===== src/rtl/poly_wave_synth.sv =====
// poly_wave_synth
//   Polyphonic, time-multiplexed wave synthesiser. VOICES phase accumulators
//   are serviced one per cycle. Each voice produces a square, saw or triangle
//   sample. The voices are mixed into one signed sample, and that sample is
//   pushed into the codec write FIFO.
//
//   Sample cycle: IDLE -> ACCUM (VOICES cycles, one voice each) -> OUT (push).
//
// Ports
//   clock            system clock
//   reset_n          synchronous, active-low reset
//   key_on           per-voice gate (bit v = voice v held)
//   note             per-voice note index, 4 bits per voice; 0..11 = C..B, 12..15 silent
//   octave           shared octave shift 0..7
//   wave             shared waveform: 00 square, 01 saw, 10 triangle, 11 silent
//   write_ready      codec FIFO can accept a sample
//   write            one-cycle push strobe to the codec
//   writedata_left   mixed sample, two's complement
//   writedata_right  copy of writedata_left (mono)
//   active           per-voice sounding flag
//
// Configuration macro
//   POLY_SYNTH_ZC_EN  when defined, a released voice keeps sounding until its
//                     phase wraps, so the note ends on a zero crossing.
//                     When undefined, a released voice stops at once.

module poly_wave_synth #(
    parameter int VOICES   = 4,
    parameter int SAMPLE_W = 24
) (
    input  logic                  clock,
    input  logic                  reset_n,
    input  logic [VOICES-1:0]     key_on,
    input  logic [4*VOICES-1:0]   note,
    input  logic [2:0]            octave,
    input  logic [1:0]            wave,
    input  logic                  write_ready,
    output logic                  write,
    output logic [SAMPLE_W-1:0]   writedata_left,
    output logic [SAMPLE_W-1:0]   writedata_right,
    output logic [VOICES-1:0]     active
);

    localparam int LOGV  = $clog2(VOICES);
    localparam int MIX_W = 8 + LOGV;
    localparam int SHIFT = SAMPLE_W - MIX_W;
    localparam int IDX_W = (VOICES > 1) ? LOGV : 1;
    localparam logic [IDX_W-1:0] LAST_IDX = IDX_W'(VOICES - 1);

    typedef enum logic [1:0] {
        StIdle,
        StAccum,
        StOut
    } state_t;

    state_t                     state_q, state_d;
    logic [IDX_W-1:0]           vidx_q, vidx_d;
    logic signed [MIX_W-1:0]    acc_q, acc_d;
    logic [23:0]                phase_q [VOICES];
    logic [VOICES-1:0]          active_q;
    logic [SAMPLE_W-1:0]        writedata_q;

    // Currently serviced voice
    logic                       cur_key;
    logic [3:0]                 cur_note;
    logic [23:0]                cur_phase;
    logic                       cur_active;

    logic [13:0]                base;
    logic [23:0]                inc;
    logic [24:0]                phase_sum;
    logic [7:0]                 p;
    logic [6:0]                 tri_t;
    logic signed [7:0]          wav_val;
    logic signed [7:0]          contrib;
    logic [23:0]                phase_nxt;
    logic                       active_nxt;

    logic                       upd_en;
    logic                       push;
    logic signed [SAMPLE_W-1:0] mix_ext;
    logic [SAMPLE_W-1:0]        mix_sample;

    // Voice select: loop compare avoids out-of-range indexing when VOICES is
    // not a power of two.
    always_comb begin
        cur_key    = 1'b0;
        cur_note   = 4'd0;
        cur_phase  = 24'd0;
        cur_active = 1'b0;
        for (int v = 0; v < VOICES; v++) begin
            if (vidx_q == IDX_W'(v)) begin
                cur_key    = key_on[v];
                cur_note   = note[4*v +: 4];
                cur_phase  = phase_q[v];
                cur_active = active_q[v];
            end
        end
    end

    // Phase increments for C..B at 48 kHz on a 2^24 phase, octave 0
    always_comb begin
        case (cur_note)
            4'd0:    base = 14'd5715;
            4'd1:    base = 14'd6055;
            4'd2:    base = 14'd6415;
            4'd3:    base = 14'd6797;
            4'd4:    base = 14'd7201;
            4'd5:    base = 14'd7629;
            4'd6:    base = 14'd8083;
            4'd7:    base = 14'd8563;
            4'd8:    base = 14'd9072;
            4'd9:    base = 14'd9612;
            4'd10:   base = 14'd10183;
            4'd11:   base = 14'd10789;
            default: base = 14'd0;
        endcase
    end

    assign inc       = {10'd0, base} << octave;
    assign phase_sum = {1'b0, cur_phase} + {1'b0, inc};

    // Waveform from the pre-update phase. Subtracting 128 from an unsigned
    // byte is the same as flipping its MSB.
    assign p     = cur_phase[23:16];
    assign tri_t = p[7] ? ~p[6:0] : p[6:0];

    always_comb begin
        unique case (wave)
            2'b00:   wav_val = p[7] ? -8'sd127 : 8'sd127;
            2'b01:   wav_val = {~p[7], p[6:0]};
            2'b10:   wav_val = {~tri_t[6], tri_t[5:0], 1'b0};
            default: wav_val = 8'sd0;
        endcase
    end

    assign contrib = cur_active ? wav_val : 8'sd0;

    // Voice state update
    always_comb begin
        phase_nxt  = cur_phase;
        active_nxt = cur_active;
        if (cur_key) begin
            if (!cur_active) begin
                active_nxt = 1'b1;
                phase_nxt  = 24'd0;
            end else begin
                phase_nxt = phase_sum[23:0];
            end
        end else if (cur_active) begin
`ifdef POLY_SYNTH_ZC_EN
            // Keep sounding through release; stop on the wrap.
            if (phase_sum[24]) begin
                active_nxt = 1'b0;
                phase_nxt  = 24'd0;
            end else begin
                phase_nxt = phase_sum[23:0];
            end
`else
            active_nxt = 1'b0;
            phase_nxt  = 24'd0;
`endif
        end
    end

    // Sequencer
    always_comb begin
        state_d = state_q;
        vidx_d  = vidx_q;
        acc_d   = acc_q;
        upd_en  = 1'b0;
        push    = 1'b0;
        unique case (state_q)
            StIdle: begin
                vidx_d = '0;
                if (write_ready) begin
                    state_d = StAccum;
                end
            end
            StAccum: begin
                upd_en = 1'b1;
                // Voice 0 restarts the sum so no stale partial survives.
                if (vidx_q == '0) begin
                    acc_d = MIX_W'(contrib);
                end else begin
                    acc_d = acc_q + MIX_W'(contrib);
                end
                if (vidx_q == LAST_IDX) begin
                    vidx_d  = '0;
                    state_d = StOut;
                end else begin
                    vidx_d = vidx_q + 1'b1;
                end
            end
            StOut: begin
                push = write_ready;
                if (write_ready) begin
                    state_d = StIdle;
                end
            end
            default: begin
                state_d = StIdle;
            end
        endcase
    end

    assign mix_ext    = SAMPLE_W'(acc_q);
    assign mix_sample = mix_ext <<< SHIFT;

    // Push suppressed during reset. Fresh data is presented with the strobe
    // and is held until the next push.
    assign write           = push & reset_n;
    assign writedata_left  = write ? mix_sample : writedata_q;
    assign writedata_right = writedata_left;
    assign active          = active_q;

    always_ff @(posedge clock) begin
        if (!reset_n) begin
            state_q     <= StIdle;
            vidx_q      <= '0;
            acc_q       <= '0;
            active_q    <= '0;
            writedata_q <= '0;
            for (int v = 0; v < VOICES; v++) begin
                phase_q[v] <= 24'd0;
            end
        end else begin
            state_q <= state_d;
            vidx_q  <= vidx_d;
            acc_q   <= acc_d;
            if (push) begin
                writedata_q <= mix_sample;
            end
            for (int v = 0; v < VOICES; v++) begin
                if (upd_en && (vidx_q == IDX_W'(v))) begin
                    phase_q[v]  <= phase_nxt;
                    active_q[v] <= active_nxt;
                end
            end
        end
    end

endmodule


===== config.mk =====
export PLATFORM = sky130hd
export DESIGN_NAME = poly_wave_synth
export DESIGN_NICKNAME = d
export VERILOG_FILES = /design/src/rtl/poly_wave_synth.sv
export SDC_FILE = /design/constraint.sdc
export NUM_CORES = 1
export LEC_CHECK = 0
export ABC_AREA = 1
export BUFFER_PORTS_ARGS = -buffer_cell sky130_fd_sc_hd__buf_2
export CAP_MARGIN = 30
export CORE_ASPECT_RATIO = 2
export CORE_MARGIN = 4
export CORE_UTILIZATION = 66
export DETAILED_ROUTE_END_ITERATION = 7
export GPL_TIMING_DRIVEN = 0
export HOLD_SLACK_MARGIN = 0.08
export PLACE_DENSITY = 0.9
export SYNTH_ARGS = -nofsm -noshare
export SYNTH_HDL_FRONTEND = slang
export SYNTH_SLANG_ARGS = --single-unit

===== constraint.sdc =====
create_clock -name clock -period 8.25 [get_ports clock]
set_clock_uncertainty 0.05 [all_clocks]
set_input_delay 0.4125 -clock clock [delete_from_list [all_inputs] [get_ports clock]]
set_output_delay 0.4125 -clock clock [all_outputs]
set_load 0.1 [all_outputs]

==> metrics.txt <==
DIE HEIGHT=177 microns; largest family of logic cells by synthesized area=simple AND/OR/NAND/NOR gates; vias in the first global route=9649; Distinct cells, synth=45; post-CTS setup buffer count=0; Critical R2R Launch=vidx_q[0]$_SDFFE_PN0P_; Iteration-0 DRC Markers=1092; WHS Endpoint=active[3]$_SDFFE_PN0P_; Synth top area share=30.8%; Nets=1472; Max-Cap Viols=0; ANT nets after route=0; clk buf depth=2; Starting Density=67.5%; Root Buffer=clkbuf_16; commonest non-fill, non-tap cell in the layout=nand2_1; yosys warns=0; CP Launch Type=flip-flop; Clock Sinks=124; largest net degree at the start of global routing=22; FF-to-FF setup slack=3.23 ns; layout cells sized above 1=15.4%; n_diodes=0; DRT Wirelength=31.2 mm; synth top area cells=edfxtp_1 (31%), nand2_1 (14%), nor2_1 (7.5%); I/O pins=81; total die area=0.0163 sq mm; post-DP HPWL=23.3 mm; Synth Area in Simple Gates=31.9%; status=finished clean; post-CTS sizing=0; average wire per standard cell=19.5 microns; placer congestion estimate=1.05; Hold Vio Cnt, Final=0; total track usage=39.2%; hold depth=3; Reg clk slew, reported paths=0.07 ns; Avg Inst Size Synth=7.20 sq um; crit path kind=flip-flop to flip-flop; routed vias/inst=5.99; Critical path buffers and inverters=6; first-pass GRT wire length=48.6 mm; crit end category=flip-flop; GR Overflow Total=0; PortBufs=48; setup TNS=0 ns; PwrDens=205 mW/mm^2; worst skew pair latency=0.44 ns; Cells after Synth=1301; met3 global-route usage=6.82%; Peak supply drop=0.000218 V; unrepaired setup endpoints after global routing=no; met2 usage=71.5%; Synth area leader=edfxtp_1; Setup WS pre-CTS=3.45 ns; via count=9596; mux share of post-synthesis cell area=0%; CTS Buf Count=17; Synth Area in XOR/XNOR=0.934%; Top FF cell, synth=edfxtp_1; Post-synth ARST share=0%; Worst EP required=8.36 ns; adder-cell area share of the yosys netlist=6.17%; CTS Hold Bufs=0; Worst Hold Launch=key_on[3]; H-tree depth=4; shortest period the worst path allows=5.02 ns; initial antenna violation count=0; CP top delay family=simple AND/OR/NAND/NOR gates; Final Util=76.5%; die width=92.3 microns; Setup-failing EPs final=0; Worst Path Max Fanout=10; Worst path slowest cell=a21oi_1; Area Overhead vs Synth=13.4%; register area share after synthesis=36.7%; number of remaining DRC errors=0; row count=61; Compound-Gate Fraction of Synth Area=12.8%; Period Utilization, post-route=60.9%; PnR worst setup slack=3.23 ns; GRT busiest layer=met2; Global Route met1 Usage=35.8%; count of flip-flops with a built-in enable after synthesis=96; cell leakage power=5.06 nW; DRT Pass-1 Iters=6; final cell count without fillers=1601; Critical Path Max Stage Delay=0.53 ns; Synth Register Bits=124; hold crit path type=input pin to flip-flop; R2R depth=27; total core area=0.0139 sq mm; Worst slew margin=54.0%; f_max=199 MHz; CP dominant cell by count=nand2_1; actual slew at the worst max-slew pin=0.685 ns; r2r endpoint=phase_q[0][20]$_SDFFCE_PN0P_; Placed Cells=1569; Post-Syn Area=0.00937 sq mm; worst path arrival time=5.14 ns; Final Slew Violations=0; most frequent cells in the layout=nand2_1 (350), nor2_1 (187), nand3_1 (118); CTS tree=done
[flip-flops by register name, summed over array words and instances (netlist names)]
| name | count |
|---|---|
| phase_q | 96 |
| acc_q | 10 |
| writedata_q | 10 |
| active | 4 |
| state_q | 2 |
| vidx_q | 2 |
[per-layer routing]
metal	up-vias	share of wire [%]	wire (microns)
met3	243	6.3	1960
met5	-	0	0
met4	0	11	3470
li1	4433	-	-
met1	4313	31	9580
met2	607	52	16200
[logic make-up (layout without fill, tap and decap cells)]
logic type | Yosys count | after routing
other | 1 | 28
AO/OA/AOI/OAI | 197 | 197
adder cells (fa/ha/maj) | 45 | 45
XOR/XNOR | 10 | 10
AND/OR/NAND/NOR | 710 | 710
buffers and inverters | 214 | 298
flip-flops | 124 | 124
[layout make-up]
class / count / area (sq um)
fill: 1063 / 3260
tap: 189 / 236
clock buffer: 18 / 429
timing repair buffer: 52 / 350
buffer: 89 / 599
multi-input combinational: 990 / 4960
inverter: 125 / 472
sequential: 124 / 3440
clock inverter: 14 / 138
[worst register-to-register path, delay by kind of cell, from the launching register on]
kind	cells	cell delay (ns)
buffers and inverters	6	0.82
adders and majority gates	3	0.97
DFF	1	0.36
AOI/OAI and AO/OA	3	0.80
and+or+nand+nor	15	1.75
[where the power goes]
group,internal (W),switching (W)
Sequential,0.000702,0.0000131
Combinational,0.000205,0.000517
Clock,0.000421,0.000320
[Yosys cell counts, types with 2 or more instances]
library cell	count
nand2_1	350
nor2_1	187
nand3_1	118
inv_1	99
edfxtp_1	96
a21oi_1	82
buf_4	46
ha_1	43
o21ai_0	40
dfxtp_1	28
inv_2	22
clkbuf_1	20
o21ai_1	16
nand4_1	14
nand2_2	12
buf_6	11
o31ai_1	10
o21ai_2	9
a22o_1	8
a22oi_1	8
buf_2	8
nand3_2	8
nor3_1	7
a22oi_2	6
o21bai_1	6
xor2_1	6
and2_1	5
a21o_1	4
a21oi_2	4
buf_1	4
xnor2_1	4
clkinv_1	3
fa_1	2
nand2_4	2
nor2_4	2
or2_2	2
[worst max-delay path by stage]
stage	from	endpoint	slack, ns	depth (start not counted)
after floorplan	reset_n	writedata_right[14]	3.45	6
final	vidx_q[0]$_SDFFE_PN0P_	phase_q[0][20]$_SDFFCE_PN0P_	3.23	27
after detailed placement	vidx_q[0]$_SDFFE_PN0P_	phase_q[3][16]$_SDFFCE_PN0P_	3.45	25
after global routing	vidx_q[0]$_SDFFE_PN0P_	phase_q[3][23]$_SDFFCE_PN0P_	3.01	28
after global placement	vidx_q[0]$_SDFFE_PN0P_	phase_q[0][16]$_SDFFCE_PN0P_	3.55	25
after CTS	vidx_q[0]$_SDFFE_PN0P_	phase_q[0][16]$_SDFFCE_PN0P_	3.36	25
[through the flow]
stage | hold WS, ns | total power, W | instance area [sq um]
after floorplan | 0.391 | 0.00124 | 9470
after global placement | 0.404 | 0.00140 | 9950
after detailed placement | 0.406 | 0.00142 | 10100
after CTS | 0.204 | 0.00214 | 10600
after global routing | 0.219 | 0.00225 | 10600
final | 0.203 | 0.00218 | 10600
No activity file was read; power rests on OpenSTA's default activity.
